===== config.mk =====
export PLATFORM = sky130hd
export DESIGN_NAME = alu_share_arbiter_flat
export DESIGN_NICKNAME = d
export VERILOG_FILES = /design/src/rtl/alu_pkg.sv /design/src/rtl/alu_share_arbiter_if.sv /design/src/rtl/alu_9bit.sv /design/src/rtl/alu_share_arbiter.sv /design/src/flat_wrapper.sv
export SDC_FILE = /design/constraint.sdc
export NUM_CORES = 1
export LEC_CHECK = 0
export CAP_MARGIN = 20
export CORE_MARGIN = 3
export CORE_UTILIZATION = 40
export CTS_CLUSTER_DIAMETER = 120
export CTS_CLUSTER_SIZE = 16
export DETAILED_ROUTE_END_ITERATION = 6
export GPL_ROUTABILITY_DRIVEN = 1
export PLACE_DENSITY = 0.69
export SLEW_MARGIN = 20
export SYNTH_ARGS = -nofsm -noshare
export SYNTH_HDL_FRONTEND = slang
export SYNTH_SLANG_ARGS = --single-unit

===== constraint.sdc =====
create_clock -name clk -period 8.04 [get_ports clk]
set_input_delay 1.608 -clock clk [delete_from_list [all_inputs] [get_ports clk]]
set_output_delay 1.608 -clock clk [all_outputs]
set_load 0.02 [all_outputs]

===== src/rtl/alu_pkg.sv =====
// Shared definitions for the ALU sharing block.
//   DATA_W / OP_W : operand/result and opcode widths
//   OP_*          : opcode encodings understood by alu_9bit
//   state_t       : control FSM encoding used by alu_share_arbiter
package alu_pkg;

  localparam int DATA_W  = 9;
  localparam int OP_W    = 4;
  localparam int NUM_REQ = 2;

  localparam logic [OP_W-1:0] OP_ZERO   = 4'b0000;
  localparam logic [OP_W-1:0] OP_PASSA  = 4'b0001;
  localparam logic [OP_W-1:0] OP_PASSB  = 4'b0010;
  localparam logic [OP_W-1:0] OP_NOTA   = 4'b0011;
  localparam logic [OP_W-1:0] OP_INCA   = 4'b0100;
  localparam logic [OP_W-1:0] OP_INCB   = 4'b0101;
  localparam logic [OP_W-1:0] OP_UNDEF  = 4'b0110;
  localparam logic [OP_W-1:0] OP_ADD    = 4'b0111;
  localparam logic [OP_W-1:0] OP_SUB    = 4'b1000;
  localparam logic [OP_W-1:0] OP_AND    = 4'b1001;
  localparam logic [OP_W-1:0] OP_OR     = 4'b1010;
  localparam logic [OP_W-1:0] OP_XOR    = 4'b1011;
  localparam logic [OP_W-1:0] OP_SHL    = 4'b1100;
  localparam logic [OP_W-1:0] OP_SHR    = 4'b1101;
  localparam logic [OP_W-1:0] OP_SWAP   = 4'b1110;
  localparam logic [OP_W-1:0] OP_PARITY = 4'b1111;

  typedef enum logic [1:0] {
    ST_IDLE = 2'd0,
    ST_EXEC = 2'd1,
    ST_RESP = 2'd2
  } state_t;

endpackage


===== src/rtl/alu_share_arbiter_if.sv =====
// Request/response bundle between two operand issuers and the shared ALU.
//   req0_* / req1_* : valid/ready request channels (operands a, b, opcode)
//   rsp_*           : single valid/ready result channel tagged with id, err
// master = requesters/consumer side, slave = alu_share_arbiter side.
interface alu_share_arbiter_if;
  import alu_pkg::*;

  logic              req0_valid, req0_ready;
  logic [DATA_W-1:0] req0_a, req0_b;
  logic [OP_W-1:0]   req0_op;
  logic              req1_valid, req1_ready;
  logic [DATA_W-1:0] req1_a, req1_b;
  logic [OP_W-1:0]   req1_op;
  logic              rsp_valid, rsp_ready;
  logic [DATA_W-1:0] rsp_data;
  logic              rsp_id, rsp_err;

  modport master (
    output req0_valid, req0_a, req0_b, req0_op,
    output req1_valid, req1_a, req1_b, req1_op,
    input  req0_ready, req1_ready,
    input  rsp_valid, rsp_data, rsp_id, rsp_err,
    output rsp_ready
  );

  modport slave (
    input  req0_valid, req0_a, req0_b, req0_op,
    input  req1_valid, req1_a, req1_b, req1_op,
    output req0_ready, req1_ready,
    output rsp_valid, rsp_data, rsp_id, rsp_err,
    input  rsp_ready
  );
endinterface


===== src/rtl/alu_9bit.sv =====
// Purely combinational 9-bit ALU.
//   a, b : operands
//   op   : opcode (alu_pkg OP_*)
//   y    : result, truncated to DATA_W bits
//   err  : opcode is OP_UNDEF (y forced to 0)
module alu_9bit
  import alu_pkg::*;
(
  input  logic [DATA_W-1:0] a,
  input  logic [DATA_W-1:0] b,
  input  logic [OP_W-1:0]   op,
  output logic [DATA_W-1:0] y,
  output logic              err
);

  // Shift distances of DATA_W or more push every bit out.
  logic shift_big;
  assign shift_big = (b >= DATA_W'(DATA_W));

  always_comb begin
    y   = '0;
    err = 1'b0;
    case (op)
      OP_ZERO:   y = '0;
      OP_PASSA:  y = a;
      OP_PASSB:  y = b;
      OP_NOTA:   y = ~a;
      OP_INCA:   y = a + DATA_W'(1);
      OP_INCB:   y = b + DATA_W'(1);
      OP_UNDEF:  err = 1'b1;
      OP_ADD:    y = a + b;
      OP_SUB:    y = a - b;
      OP_AND:    y = a & b;
      OP_OR:     y = a | b;
      OP_XOR:    y = a ^ b;
      OP_SHL:    y = shift_big ? '0 : (a << b[3:0]);
      OP_SHR:    y = shift_big ? '0 : (a >> b[3:0]);
      OP_SWAP:   y = {1'b0, a[3:0], a[7:4]};
      OP_PARITY: y = {{(DATA_W-1){1'b0}}, ^a};
      default:   y = '0;
    endcase
  end

endmodule


===== src/rtl/alu_share_arbiter.sv =====
// Round-robin share of one alu_9bit between two requesters.
//   clk, rst : clock, asynchronous active-high reset
//   bus      : alu_share_arbiter_if.slave (two request channels, one
//              response channel tagged with requester id and err)
// Flow: IDLE grants+captures -> EXEC registers the ALU result -> RESP holds
// it until consumed; consuming in RESP may grant the next request in the
// same cycle, giving one result every two cycles.
module alu_share_arbiter
  import alu_pkg::*;
(
  input  logic               clk,
  input  logic               rst,
  alu_share_arbiter_if.slave bus
);

  state_t state, state_nxt;

  logic                            last_grant;
  logic [DATA_W-1:0]               opnd_a, opnd_b;
  logic [OP_W-1:0]                 opnd_op;
  logic                            opnd_id;

  logic                            rsp_valid, rsp_id, rsp_err;
  logic [DATA_W-1:0]               rsp_data;

  logic [NUM_REQ-1:0]              req_vld;
  logic [NUM_REQ-1:0][DATA_W-1:0]  req_a, req_b;
  logic [NUM_REQ-1:0][OP_W-1:0]    req_op;

  logic                            can_grant, grant, gnt_id;
  logic [DATA_W-1:0]               alu_y;
  logic                            alu_err;

  assign req_vld = {bus.req1_valid, bus.req0_valid};
  assign req_a   = {bus.req1_a,     bus.req0_a};
  assign req_b   = {bus.req1_b,     bus.req0_b};
  assign req_op  = {bus.req1_op,    bus.req0_op};

  always_ff @(posedge clk or posedge rst) begin
    if (rst) state <= ST_IDLE;
    else     state <= state_nxt;
  end

  always_comb begin
    state_nxt = state;
    can_grant = 1'b0;
    // Both valid: the one not served last wins; otherwise the lone valid one.
    gnt_id    = (&req_vld) ? ~last_grant : req_vld[1];
    case (state)
      ST_IDLE: can_grant = 1'b1;
      ST_RESP: can_grant = bus.rsp_ready;
      default: can_grant = 1'b0;
    endcase
    // Gate on rst so readies read 0 while reset is held.
    grant = can_grant & (|req_vld) & ~rst;
    case (state)
      ST_IDLE: if (grant) state_nxt = ST_EXEC;
      ST_EXEC: state_nxt = ST_RESP;
      ST_RESP: if (bus.rsp_ready) state_nxt = grant ? ST_EXEC : ST_IDLE;
      default: state_nxt = ST_IDLE;
    endcase
  end

  assign bus.req0_ready = grant & ~gnt_id;
  assign bus.req1_ready = grant &  gnt_id;

  always_ff @(posedge clk or posedge rst) begin
    if (rst) begin
      last_grant <= 1'b1;
      opnd_a     <= '0;
      opnd_b     <= '0;
      opnd_op    <= '0;
      opnd_id    <= 1'b0;
      rsp_valid  <= 1'b0;
      rsp_data   <= '0;
      rsp_id     <= 1'b0;
      rsp_err    <= 1'b0;
    end else begin
      if (grant) begin
        last_grant <= gnt_id;
        opnd_a     <= req_a[gnt_id];
        opnd_b     <= req_b[gnt_id];
        opnd_op    <= req_op[gnt_id];
        opnd_id    <= gnt_id;
      end
      if (state == ST_EXEC) begin
        rsp_valid <= 1'b1;
        rsp_data  <= alu_y;
        rsp_err   <= alu_err;
        rsp_id    <= opnd_id;
      end else if (state == ST_RESP && bus.rsp_ready) begin
        rsp_valid <= 1'b0;
      end
    end
  end

  alu_9bit u_alu (
    .a   (opnd_a),
    .b   (opnd_b),
    .op  (opnd_op),
    .y   (alu_y),
    .err (alu_err)
  );

  assign bus.rsp_valid = rsp_valid;
  assign bus.rsp_data  = rsp_data;
  assign bus.rsp_id    = rsp_id;
  assign bus.rsp_err   = rsp_err;

endmodule


===== src/flat_wrapper.sv =====
// flat-port wrapper written by rule: the top's interface ports become plain ports
module alu_share_arbiter_flat import alu_pkg::*;
  (clk, rst, bus_req0_valid, bus_req0_a, bus_req0_b, bus_req0_op, bus_req1_valid, bus_req1_a, bus_req1_b, bus_req1_op, bus_req0_ready, bus_req1_ready, bus_rsp_valid, bus_rsp_data, bus_rsp_id, bus_rsp_err, bus_rsp_ready);
  alu_share_arbiter_if bus_i ();
  input  logic clk;
  input  logic rst;
  input wire logic [$bits(bus_i.req0_valid)-1:0] bus_req0_valid;
  input wire logic [$bits(bus_i.req0_a)-1:0] bus_req0_a;
  input wire logic [$bits(bus_i.req0_b)-1:0] bus_req0_b;
  input wire logic [$bits(bus_i.req0_op)-1:0] bus_req0_op;
  input wire logic [$bits(bus_i.req1_valid)-1:0] bus_req1_valid;
  input wire logic [$bits(bus_i.req1_a)-1:0] bus_req1_a;
  input wire logic [$bits(bus_i.req1_b)-1:0] bus_req1_b;
  input wire logic [$bits(bus_i.req1_op)-1:0] bus_req1_op;
  output wire logic [$bits(bus_i.req0_ready)-1:0] bus_req0_ready;
  output wire logic [$bits(bus_i.req1_ready)-1:0] bus_req1_ready;
  output wire logic [$bits(bus_i.rsp_valid)-1:0] bus_rsp_valid;
  output wire logic [$bits(bus_i.rsp_data)-1:0] bus_rsp_data;
  output wire logic [$bits(bus_i.rsp_id)-1:0] bus_rsp_id;
  output wire logic [$bits(bus_i.rsp_err)-1:0] bus_rsp_err;
  input wire logic [$bits(bus_i.rsp_ready)-1:0] bus_rsp_ready;
  assign bus_i.req0_valid = bus_req0_valid;
  assign bus_i.req0_a = bus_req0_a;
  assign bus_i.req0_b = bus_req0_b;
  assign bus_i.req0_op = bus_req0_op;
  assign bus_i.req1_valid = bus_req1_valid;
  assign bus_i.req1_a = bus_req1_a;
  assign bus_i.req1_b = bus_req1_b;
  assign bus_i.req1_op = bus_req1_op;
  assign bus_req0_ready = bus_i.req0_ready;
  assign bus_req1_ready = bus_i.req1_ready;
  assign bus_rsp_valid = bus_i.rsp_valid;
  assign bus_rsp_data = bus_i.rsp_data;
  assign bus_rsp_id = bus_i.rsp_id;
  assign bus_rsp_err = bus_i.rsp_err;
  assign bus_i.rsp_ready = bus_rsp_ready;
  alu_share_arbiter u_core (.clk(clk), .rst(rst), .bus(bus_i));
endmodule

==> results.py <==
metrics = {
    "grt": {
        "grt_overflow": 0,
        "grt_pass1_wl_um": 21100,
        "antenna_found_initial": 0,
        "grt_max_degree": 50,
        "grt_pass1_vias": 3966,
        "grt_util_all_layers": 0.224,
    },
    "worst_setup_path": {
        "path_buf_inv": 3,
        "worstSetupPathType": "in2out",
        "slowest_delay_ns": 0.64,
        "critical_path.cell_chain": "clkdlybuf4s50_1 > a21boi_4 > buf_4 > nor2b_1 > clkdlybuf4s50_1",
        "crit_arrival_ns": 3.57,
        "reg2reg_slack_ns": 4.55,
        "cp.required_ns": 6.43,
        "slowest_stage": "clkdlybuf4s50_1",
        "startpoint": "bus_req1_valid",
        "r2r_start": "u_core.opnd_op[0]",
        "worstSetupStartpointType": "input port",
        "crit_top_cell": "clkdlybuf4s50_1",
        "path_delay_family": "buffers and inverters",
        "endpoint_kind": "output port",
        "critPathMaxFanout": 24,
    },
    "finish": {
        "stdcell_area_um2": 5090,
        "multiInputGateArea_um2": 3050,
        "mostFrequentLayoutCell": "clkdlybuf4s50_1",
        "drive_above_1_share": 0.0826,
        "diodes": 0,
        "fillers": 1052,
        "final_cell_mix": "62 x clkdlybuf4s50_1, 56 x o21ai_0, 46 x nand2_1",
        "final_core_util": 0.486,
        "register_area_um2": 952,
        "nets": 648,
        "area_growth_syn_to_layout_pct": 17.2,
    },
    "floorplanning": {
        "fp.coreArea_um2": 10500,
        "rows": 37,
        "die_w_um": 110,
        "die_area_um2": 12100,
        "die_h_um": 110,
        "boundaryPins": 63,
        "initial_core_util": 0.415,
    },
    "logic_synthesis": {
        "syn_area_um2": 4340,
        "async_flop_share": 1.00,
        "synth_top_area_share": 0.213,
        "synth-seq-cells": 38,
        "synth_area_leaders": "dfrtp_1 21%, ha_1 8.6%, mux2i_1 7.6%, o21ai_0 6.5%, nand2_1 4.0%",
        "yosys_warnings": 0,
        "yosysSeqAreaShare": 0.219,
        "synth_top_area_cell": "dfrtp_1",
        "synthesis.instances": 537,
        "syn_nets": 617,
        "synth-edff-count": 0,
        "synthDistinctLibCells": 83,
        "syn_area_per_cell_um2": 8.09,
        "ys.flop_type": "dfrtp_1",
    },
    "timing": {
        "clock_skew_ns": 0.00555,
        "relSlewSlack": 0.467,
        "fmax_mhz": 193,
        "totalNegativeSetupSlack_ns": 0,
        "fin_crit_ns": 5.18,
        "finalHoldViolCount": 0,
        "slew_violations": 0,
        "rsz0062_at_grt": "no",
        "tightest_slew_ns": 0.800,
        "setup_viol": 0,
        "post-route-period-util": 0.644,
        "layout_setup_ws_ns": 2.86,
    },
    "routing": {
        "routed_wirelength_um": 13400,
        "drtPass1Iterations": 6,
        "drt_iter0_drc": 462,
        "wl_per_cell_um": 18.9,
        "postRouteAntennaNets": 0,
        "vias_per_cell": 6.05,
        "vias": 4268,
        "drcViolationCount": 0,
    },
    "clock_network": {
        "cts-buffers-inserted": 5,
        "clk_latency_ns": 0.30,
        "ctsLongestPathBuffers": 2,
        "cts-root-buf": "clkbuf_8",
        "post_cts_buffers": 0,
        "cts.repair.resized": 0,
        "h-tree-depth": 2,
        "cts_tree": "done",
        "hold_buffers": 0,
        "cts.sinks": 38,
        "clk_pin_slew_ns": 0.08,
    },
    "placed_design": {
        "post-place-ws_ns": 2.85,
        "gp_congestion": 0.966,
        "port_buffers": 62,
        "placed_cell_area_um2": 4970,
        "dp_hpwl_um": 9820,
    },
    "hold_path": {
        "hold_start": "u_core.state[1]",
        "holdCritPathClass": "reg2reg",
    },
    "pwr": {
        "peakVddDrop_mv": 0.103,
        "power_leakage_nw": 2.03,
        "p_per_area_nw_per_um2": 268,
        "power_mw": 1.36,
    },
    "flow_run": {
        "drv_cap": 0,
    },
    "status": {
        "run_status": "finished, final reports clean",
    },
}
## kinds of logic (layout without fill, tap and decap cells)
| family | after synthesis | count (layout) | synth area share |
|---|---|---|---|
| flops | 38 | 38 | 0.219 |
| buf+inv | 76 | 108 | 0.0816 |
| mux | 44 | 44 | 0.123 |
| xor+xnor | 19 | 19 | 0.0415 |
| simple gates | 160 | 160 | 0.188 |
| compound gates | 169 | 169 | 0.256 |
| fa+ha+maj | 31 | 31 | 0.0911 |
## cell type report
cell class,instances,area share
Clock buffer,5,0.0135
Sequential cell,38,0.187
Inverter,27,0.0199
Timing Repair Buffer,73,0.138
Multi-Input combinational cell,423,0.599
Tap cell,136,0.0334
Clock inverter,3,0.00885
## Yosys cell counts (4+ instances only)
cell type  number
a22o_1          4
nand4_1         5
mux2i_1        33
a32oi_1         4
inv_1          23
nor4_1          5
buf_4           4
nand3_1        14
nor3_1         10
dfrtp_1        37
o211ai_1        8
ha_1           30
buf_1           5
clkbuf_1       19
buf_2          17
nand2b_1        8
mux4_2          7
o2bb2ai_1       4
and3_1          4
a31oi_1         5
nor2_1         35
nor2b_1         8
or3_1           6
a21oi_1        31
o21ai_0        56
o21a_1          4
xnor2_1        15
a22oi_1         9
a211oi_1        6
nand2_1        46
## state kept, by name, summed over array words and instances, names as in the netlist
name / flops
u_core.bus.rsp_data: 9
u_core.opnd_a: 9
u_core.opnd_b: 9
u_core.opnd_op: 4
u_core.state: 2
u_core.bus.rsp_err: 1
u_core.bus.rsp_id: 1
u_core.bus.rsp_valid: 1
u_core.last_grant: 1
u_core.opnd_id: 1
## per-layer routing
metal  vias up  track usage  part of all wire
li1       2031            -                 -
met1      1975        0.318              0.43
met2       234        0.344              0.45
met3        28       0.0373             0.094
met4         0       0.0765             0.030
met5         -            0                 0
## where the power goes
part	total [mW]	switching (mW)	internal [mW]	leakage [nW]
sequential	0.360	0.115	0.244	0.479
combinational	0.835	0.470	0.365	1.50
clock	0.167	0.0749	0.0923	0.0504
total	1.36	0.660	0.702	2.03
## worst reg2reg max path, delay by kind of cell (launching register included)
kind,cells,cell delay (ns)
AND/OR/NAND/NOR,2,0.75
adder cells (fa/ha/maj),2,0.66
AO/OA/AOI/OAI,6,1.29
flip-flops,1,0.33
buffers and inverters,1,0.34
## worst paths after layout
check	endpoint	cells after the start
min reg2reg	u_core.bus.rsp_valid	1
min in group asynchronous	u_core.state[0]	3
max	bus_req1_ready	5
max in group asynchronous	u_core.last_grant	3
min	u_core.bus.rsp_valid	1
max reg2reg	u_core.bus.rsp_data[4]	11
## metrics by stage
step / hold slack (ns) / cells
final: 0.479 / 705
after global routing: 0.500 / 705
after CTS: 0.484 / 705
after detailed placement: 0.466 / 697
after global placement: 0.449 / 697
after floorplan: 0.430 / 537
Note: power is estimated with default switching activity, not from simulation.
